--- src/rtl/alu_result_stage.sv ---
// alu_result_stage
//   Execute/writeback boundary register that sits directly after the 32-bit
//   integer ALU. It owns the architectural HI/LO registers, resolves
//   MFHI/MFLO result selection, and hands one result per accepted operation
//   to writeback over a valid/ready handshake. A two-entry buffer (main
//   output register plus a skid register) lets upstream react to a stall
//   one cycle late.
//
// Ports
//   clk        : clock, all state updates on the rising edge
//   reset      : asynchronous, active-low reset
//   in_valid   : ALU outputs and sideband are valid this cycle
//   in_ready   : stage can accept this cycle (registered)
//   FS         : function select of the op currently in the ALU
//   Y_LO/Y_HI  : ALU low/high result words
//   N,Z,V,C    : ALU flags
//   Y_Sel      : result source (00 Y_LO, 01 HI, 10 LO, 11 same as 00)
//   D_En       : destination write enable
//   D_Addr     : destination register number
//   out_valid  : result entry valid to writeback
//   out_ready  : writeback consumes the presented entry this cycle
//   ALU_OUT    : selected result of the presented entry
//   W_En       : captured D_En of the presented entry
//   W_Addr     : captured D_Addr of the presented entry
//   N_o..C_o   : captured flags of the presented entry
//   HI, LO     : architectural HI/LO registers
module alu_result_stage #(
  parameter logic [4:0] MUL_OP = 5'h1E,
  parameter logic [4:0] DIV_OP = 5'h1F
) (
  input  logic        clk,
  input  logic        reset,
  input  logic        in_valid,
  output logic        in_ready,
  input  logic [4:0]  FS,
  input  logic [31:0] Y_LO,
  input  logic [31:0] Y_HI,
  input  logic        N,
  input  logic        Z,
  input  logic        V,
  input  logic        C,
  input  logic [1:0]  Y_Sel,
  input  logic        D_En,
  input  logic [4:0]  D_Addr,
  output logic        out_valid,
  input  logic        out_ready,
  output logic [31:0] ALU_OUT,
  output logic        W_En,
  output logic [4:0]  W_Addr,
  output logic        N_o,
  output logic        Z_o,
  output logic        V_o,
  output logic        C_o,
  output logic [31:0] HI,
  output logic [31:0] LO
);

  typedef struct packed {
    logic [31:0] alu;
    logic        wEn;
    logic [4:0]  wAddr;
    logic        n;
    logic        z;
    logic        v;
    logic        c;
  } entry_t;

  entry_t      main_q, main_d;
  entry_t      skid_q, skid_d;
  entry_t      newEntry;
  logic        mainValid_q, mainValid_d;
  logic        skidValid_q, skidValid_d;
  logic        inReady_q;
  logic [31:0] hi_q, hi_d;
  logic [31:0] lo_q, lo_d;
  logic        acc;
  logic        mainFree;

  assign acc = in_valid & inReady_q;

  // Main register can take a new entry when it is empty or being consumed
  // this cycle; out_ready has no effect while main is empty.
  assign mainFree = ~mainValid_q | out_ready;

  // Build the entry for the op being offered. MFHI/MFLO read the HI/LO
  // registers as they stand before this edge, so an op accepted right after
  // a MUL/DIV already sees the committed values. Flags pass straight through.
  always_comb begin
    newEntry       = '0;
    newEntry.wEn   = D_En;
    newEntry.wAddr = D_Addr;
    newEntry.n     = N;
    newEntry.z     = Z;
    newEntry.v     = V;
    newEntry.c     = C;
    case (Y_Sel)
      2'b01:   newEntry.alu = hi_q;
      2'b10:   newEntry.alu = lo_q;
      default: newEntry.alu = Y_LO;
    endcase
  end

  // HI/LO commit at acceptance, independent of whether the entry later stalls.
  always_comb begin
    hi_d = hi_q;
    lo_d = lo_q;
    if (acc && (FS == MUL_OP || FS == DIV_OP)) begin
      hi_d = Y_HI;
      lo_d = Y_LO;
    end
  end

  // Entry movement, oldest first. When main frees up, a held skid entry
  // always moves into main before any newly accepted op, which then lands in
  // skid. When main is stalled, an accepted op parks in skid.
  always_comb begin
    main_d      = main_q;
    mainValid_d = mainValid_q;
    skid_d      = skid_q;
    skidValid_d = skidValid_q;
    if (mainFree) begin
      if (skidValid_q) begin
        main_d      = skid_q;
        mainValid_d = 1'b1;
        skidValid_d = acc;
        if (acc) begin
          skid_d = newEntry;
        end
      end else if (acc) begin
        main_d      = newEntry;
        mainValid_d = 1'b1;
      end else begin
        mainValid_d = 1'b0;
      end
    end else if (acc) begin
      skid_d      = newEntry;
      skidValid_d = 1'b1;
    end
  end

  // State registers. in_ready is registered from the next skid state so
  // there is no combinational path from out_ready; it resets low and rises
  // on the first edge after reset is released.
  always_ff @(posedge clk or negedge reset) begin
    if (!reset) begin
      main_q      <= '0;
      mainValid_q <= 1'b0;
      skid_q      <= '0;
      skidValid_q <= 1'b0;
      inReady_q   <= 1'b0;
      hi_q        <= '0;
      lo_q        <= '0;
    end else begin
      main_q      <= main_d;
      mainValid_q <= mainValid_d;
      skid_q      <= skid_d;
      skidValid_q <= skidValid_d;
      inReady_q   <= ~skidValid_d;
      hi_q        <= hi_d;
      lo_q        <= lo_d;
    end
  end

  assign in_ready  = inReady_q;
  assign out_valid = mainValid_q;
  assign ALU_OUT   = main_q.alu;
  assign W_En      = main_q.wEn;
  assign W_Addr    = main_q.wAddr;
  assign N_o       = main_q.n;
  assign Z_o       = main_q.z;
  assign V_o       = main_q.v;
  assign C_o       = main_q.c;
  assign HI        = hi_q;
  assign LO        = lo_q;

endmodule
--- config.mk ---
export PLATFORM = sky130hd
export DESIGN_NAME = alu_result_stage
export DESIGN_NICKNAME = d
export VERILOG_FILES = /design/src/rtl/alu_result_stage.sv
export SDC_FILE = /design/constraint.sdc
export NUM_CORES = 1
export LEC_CHECK = 0
export ABC_AREA = 1
export BUFFER_PORTS_ARGS = -buffer_cell sky130_fd_sc_hd__buf_4
export CAP_MARGIN = 10
export CORE_MARGIN = 2
export CORE_UTILIZATION = 30
export DETAILED_ROUTE_END_ITERATION = 12
export MAX_ROUTING_LAYER = met4
export SLEW_MARGIN = 40
export SYNTH_ARGS = -nofsm -noshare
export SYNTH_HDL_FRONTEND = slang
export SYNTH_SLANG_ARGS = --single-unit
--- constraint.sdc ---
create_clock -name clk -period 1.73 [get_ports clk]
set_clock_uncertainty 0.15 [all_clocks]
set_input_delay 0.2595 -clock clk [delete_from_list [all_inputs] [get_ports clk]]
set_output_delay 0.2595 -clock clk [all_outputs]
set_load 0.05 [all_outputs]
* After elaboration in Yosys (flattened, before gate mapping)
Cells that the tools add are included.
** Word-level totals
- Register bits :: 151
- Logic and storage cells :: 43
- Output and inout bits :: 108
** Operators by class
- Equal/unequal tests :: 5
- Mux-type cells :: 11
- Reduce and logical (&&, ||, !) cells :: 4
- Bitwise gates (word level) :: 4
** Operators by type and width (number)
- $mux W42 :: 5
- $pmux W32 S2 :: 1
- $eq A5 B5 Y1 const B :: 2
- $mux W1 :: 5
- $eq A2 B1 Y1 const B :: 1
- $eq A2 B2 Y1 const B :: 1
- $ne A2 B2 Y1 const B :: 1
- $not A1 Y1 :: 2
- $reduce_and A2 Y1 :: 1
- $reduce_bool A2 Y1 :: 1
- $and A1 B1 Y1 :: 1
- $logic_and A1 B1 Y1 :: 1
- $logic_or A1 B1 Y1 :: 1
- $or A1 B1 Y1 :: 1

* Longest topological paths before layout
- Depth in word-level cells :: 5
- Mapped depth :: 9
- Mapped depth without buffers :: 8

* Least setup slack after synthesis
No wires, ideal clock.
- Path kind :: reg2reg
- Start point :: register inReady_q, in the netlist in_ready
- End point :: register hi_q[0], in the netlist HI[0]
- Cell stages (with the launch flop) :: 7
- Data required time :: 1.461 ns
- Arrival time :: 1.405 ns
- Library setup time :: 0.119 ns
- Buffers on the path :: 1
- Setup slack :: 0.056 ns
- Path through :: dfrtp_1 > nand2_1 > nor2_1 > nand2_1 > buf_2 > nand2_1 > nand2_1
** Between the ends
- Longest elaborated chain between the ends :: 2
** RTL lines
- start, declared :: line 73 : logic inReady_q;
- start signal, assigned :: line 158 : inReady_q <= ~skidValid_d;
- $and A1 B1 Y1 :: line 79 : assign acc = in_valid & inReady_q;
- $logic_and A1 B1 Y1 :: line 107 : if (acc && (FS == MUL_OP || FS == DIV_OP)) begin
- end signal, assigned :: line 159 : hi_q <= hi_d;
- end, declared :: line 74 : logic [31:0] hi_q, hi_d;
No other way between the ends.
A chain may end at the register's enable or synchronous reset.

* Final worst setup path
- Start point :: register inReady_q, in the netlist in_ready
- End point :: register main_q, in the netlist ALU_OUT[18]
** Between the ends
- Longest elaborated chain between the ends :: 3
** RTL lines
- $and A1 B1 Y1 :: line 79
- $reduce_bool A2 Y1 (no line)
- $reduce_and A2 Y1 (no line)
- end signal, assigned :: line 154 : main_q <= main_d;
- end, declared :: line 68 : entry_t main_q, main_d;
No other way between the ends.

==> results_dict.tcl <==
set metrics [dict create \
    yosys.area_share.simple_pct 40.2 \
    met2_usage_pct 32.1 \
    viasPerCell 4.52 \
    maxSlewHeadroom_pct 70.3 \
    slew_violations 0 \
    gr-usage-all-layers_pct 19.2 \
    die-width_um 158 \
    hold_viol_final 0 \
    rows 56 \
    crit_type "register to register" \
    yosys.area.top_type_share_pct 52.8 \
    wl_per_cell_um 14.6 \
    die_area_mm2 0.0251 \
    crit_chain "nand2_1 > nand2_1 > nand2_4 > buf_12 > nor2_1 > nand2_1 > nand2_1" \
    die_y_um 158 \
    p_leak_nw 5.86 \
    drt-total-wl_um 22900 \
    whs_ns 0.166 \
    synth_top_family_by_area "simple AND/OR/NAND/NOR gates" \
    antenna_found_initial 1 \
    ant_nets 0 \
    rsz0062_at_grt "no" \
    synth_edf_count 0 \
    tns_ns 0 \
    hpwl_um 15000 \
    htreeDepth 4 \
    fill_cells 2353 \
    pwr-share-comb_pct 49.5 \
    clock_latency_ns 0.42 \
    endpoint_kind "register" \
    grtUsageMet1_pct 23.7 \
    fmax_mhz 638 \
    critical_path.slowest_cell "dfrtp_1" \
    fin_nets 1324 \
    grt_max_degree 51 \
    post_cts_buffers 0 \
    ys_types 15 \
    synth_fa_ha_area_share_pct 0.350 \
    p_seq_share_pct 30.4 \
    avgSynthCellArea_um2 7.27 \
    cts_buffer_depth 2 \
    core-area_mm2 0.0235 \
    maxCapViolCount 0 \
    grt_overflow 0 \
    tritoncts "built" \
    period_needed_ns 1.57 \
    grt_pass1_wl_um 36400 \
    p_int_mw 10.4 \
    p_clk_share_pct 20.1 \
    timing.rr.start "in_ready" \
    path_max_fanout 47 \
    drtPass1Iterations 5 \
    cts-root-buf "clkbuf_16" \
    pin_count 193 \
    synth_mux_area_share_pct 0 \
    post-synth-top-area-cell "dfrtp_1" \
    crit_start "in_ready" \
    yosys_register_bits 151 \
    drive_gt1_share_pct 20.4 \
    ys_top_cells_by_count "nand2_1 (571), dfrtp_1 (151), nand3_1 (96), nor2_1 (65), buf_2 (38)" \
    worstSetupStartpointType "register" \
    syn_area_mm2 0.00715 \
    ir_drop_uv 857 \
    outcome "finished clean" \
    drtIter0Drc 384 \
    io_buffers 191 \
    yosys.area_share.xor_xnor_pct 0 \
    synth-async-reset-ratio_pct 100 \
    seq_area_frac_synth_pct 52.8 \
    crit_top_cell "nand2_1" \
    initial_utilization_pct 30.5 \
    gr-usage-met3_pct 3.13 \
    drc 0 \
    power_density_mw_per_mm2 1880 \
    switchingPower_mw 9.33 \
    place_congestion 0.807 \
    cp.required_ns 1.89 \
    synthFlopType "dfrtp_1" \
    synth_compound_area_share_pct 1.59 \
    num_vias 7095 \
    numCtsBuffers 17 \
    worstPathArrival_ns 1.72 \
    busiest_layer "met2" \
    yosysWarnings 0 \
    syn_to_final_growth_pct 46.2 \
    worst_pin_slew_ns 0.446 \
    swShare_pct 47.4 \
    max_stage_delay_ns 0.40 \
    postSynthCellCount 984 \
    hold_class "input pin to async pin" \
    synth_nets 1071 \
    grt_pass1_vias 7040 \
    synth.most_common_cell "nand2_1" \
    path_clk_slew_ns 0.07 \
    synth_top_cells_by_area "dfrtp_1 (53%), nand2_1 (30%), nand3_1 (6.7%)" \
    clock_sinks 151 \
    setup_viol 0 \
    finalCritPeriodShare_pct 90.6 \
]
[worst paths after layout]
kind | to | slack, ns | cells past startpoint
hold / removal | LO[20] | 0.17 | 2
setup reg to reg | ALU_OUT[18] | 0.16 | 7
max in group asynchronous | W_Addr[4] | 0.73 | 3
hold reg to reg | skid_q[35] | 0.32 | 2
setup / recovery | ALU_OUT[18] | 0.16 | 7
min in group clk | out_valid | 0.17 | 4
[sequential cells by signal, summed over array words and instances (netlist names)]
register / cells
skid_q: 42
skidValid_q: 1
out_valid: 1
Z_o: 1
in_ready: 1
V_o: 1
ALU_OUT: 32
W_En: 1
C_o: 1
LO: 32
W_Addr: 5
N_o: 1
HI: 32
[power by group through the flow]
stage	Sequential, mW	Combinational (mW)	Clock, mW
final	6.00	9.75	3.97
after global routing	6.20	10.6	4.21
after CTS	6.00	9.86	4.08
after detailed placement	6.04	9.70	0
after global placement	6.02	9.62	0
after floorplan	9.48	2.98	0
[placed cells by master (no fill, tap or decap), types with 2 or more instances in the layout]
| cell | instances |
|---|---|
| buf_12 | 13 |
| buf_4 | 203 |
| bufinv_16 | 4 |
| clkbuf_1 | 2 |
| clkbuf_16 | 17 |
| clkinv_2 | 3 |
| clkinv_4 | 3 |
| clkinvlp_4 | 2 |
| dfrtp_1 | 151 |
| dlygate4sd3_1 | 75 |
| ha_1 | 2 |
| inv_1 | 15 |
| inv_2 | 3 |
| nand2_1 | 569 |
| nand3_1 | 96 |
| nor2_1 | 64 |
| o21ai_0 | 20 |
[critical path, delay by kind of cell (launching register included)]
| family | cells | cell delay (ns) |
|---|---|---|
| and+or+nand+nor | 6 | 0.64 |
| DFF | 1 | 0.40 |
| buffers and inverters | 1 | 0.24 |
[cells by family (layout without fill, tap and decap cells)]
logic type      count (synthesis)  in the layout
buf+inv                        76            342
other cells                     0              1
flops                         151            151
compound gates                 22             22
simple gates                  733            733
fa+ha+maj                       2              2
[layer usage]
layer	wire [um]	part of all wire, %
met1	10200	45
met2	11000	48
met3	1260	5.5
met4	433	1.9
met5	0	0
[final cells by class]
type                       count  area, um^2  share of cell area (%)
clock inverter                12         176                    1.69
inverter                      18        67.6                   0.646
antenna                        1        2.50                  0.0239
clock buffer                  20         447                    4.27
timing repair buffer         292        2550                    24.3
sequential                   151        3780                    36.1
tap                          319         399                    3.82
multi-input combinational    757        3040                    29.1
[what timing repair did]
| action | CTS | global route |
|---|---|---|
| hold endpoints to repair | 225 | 0 |
| resized for setup | 0 | 0 |
| endpoints found under the setup margin | 0 | 0 |
| hold buffers | 75 | 0 |
[through the flow]
| stage | cell area, um^2 | instances | setup slack (ns) | util, % | power [mW] |
|---|---|---|---|---|---|
| 6_report | 10500 | 1570 | 0.163 | 44.6 | 19.7 |
| 5_1_grt | 10500 | 1570 | 0.0584 | 44.6 | 21.0 |
| 4_1_cts | 10500 | 1569 | 0.172 | 44.5 | 19.9 |
| 3_5_place_dp | 9080 | 1462 | 0.133 | 38.7 | 15.7 |
| 3_3_place_gp | 9080 | 1462 | 0.156 | 38.7 | 15.6 |
| 2_1_floorplan | 7150 | 984 | 0.0559 | - | 12.5 |
Power figures use the tool's default switching activity.
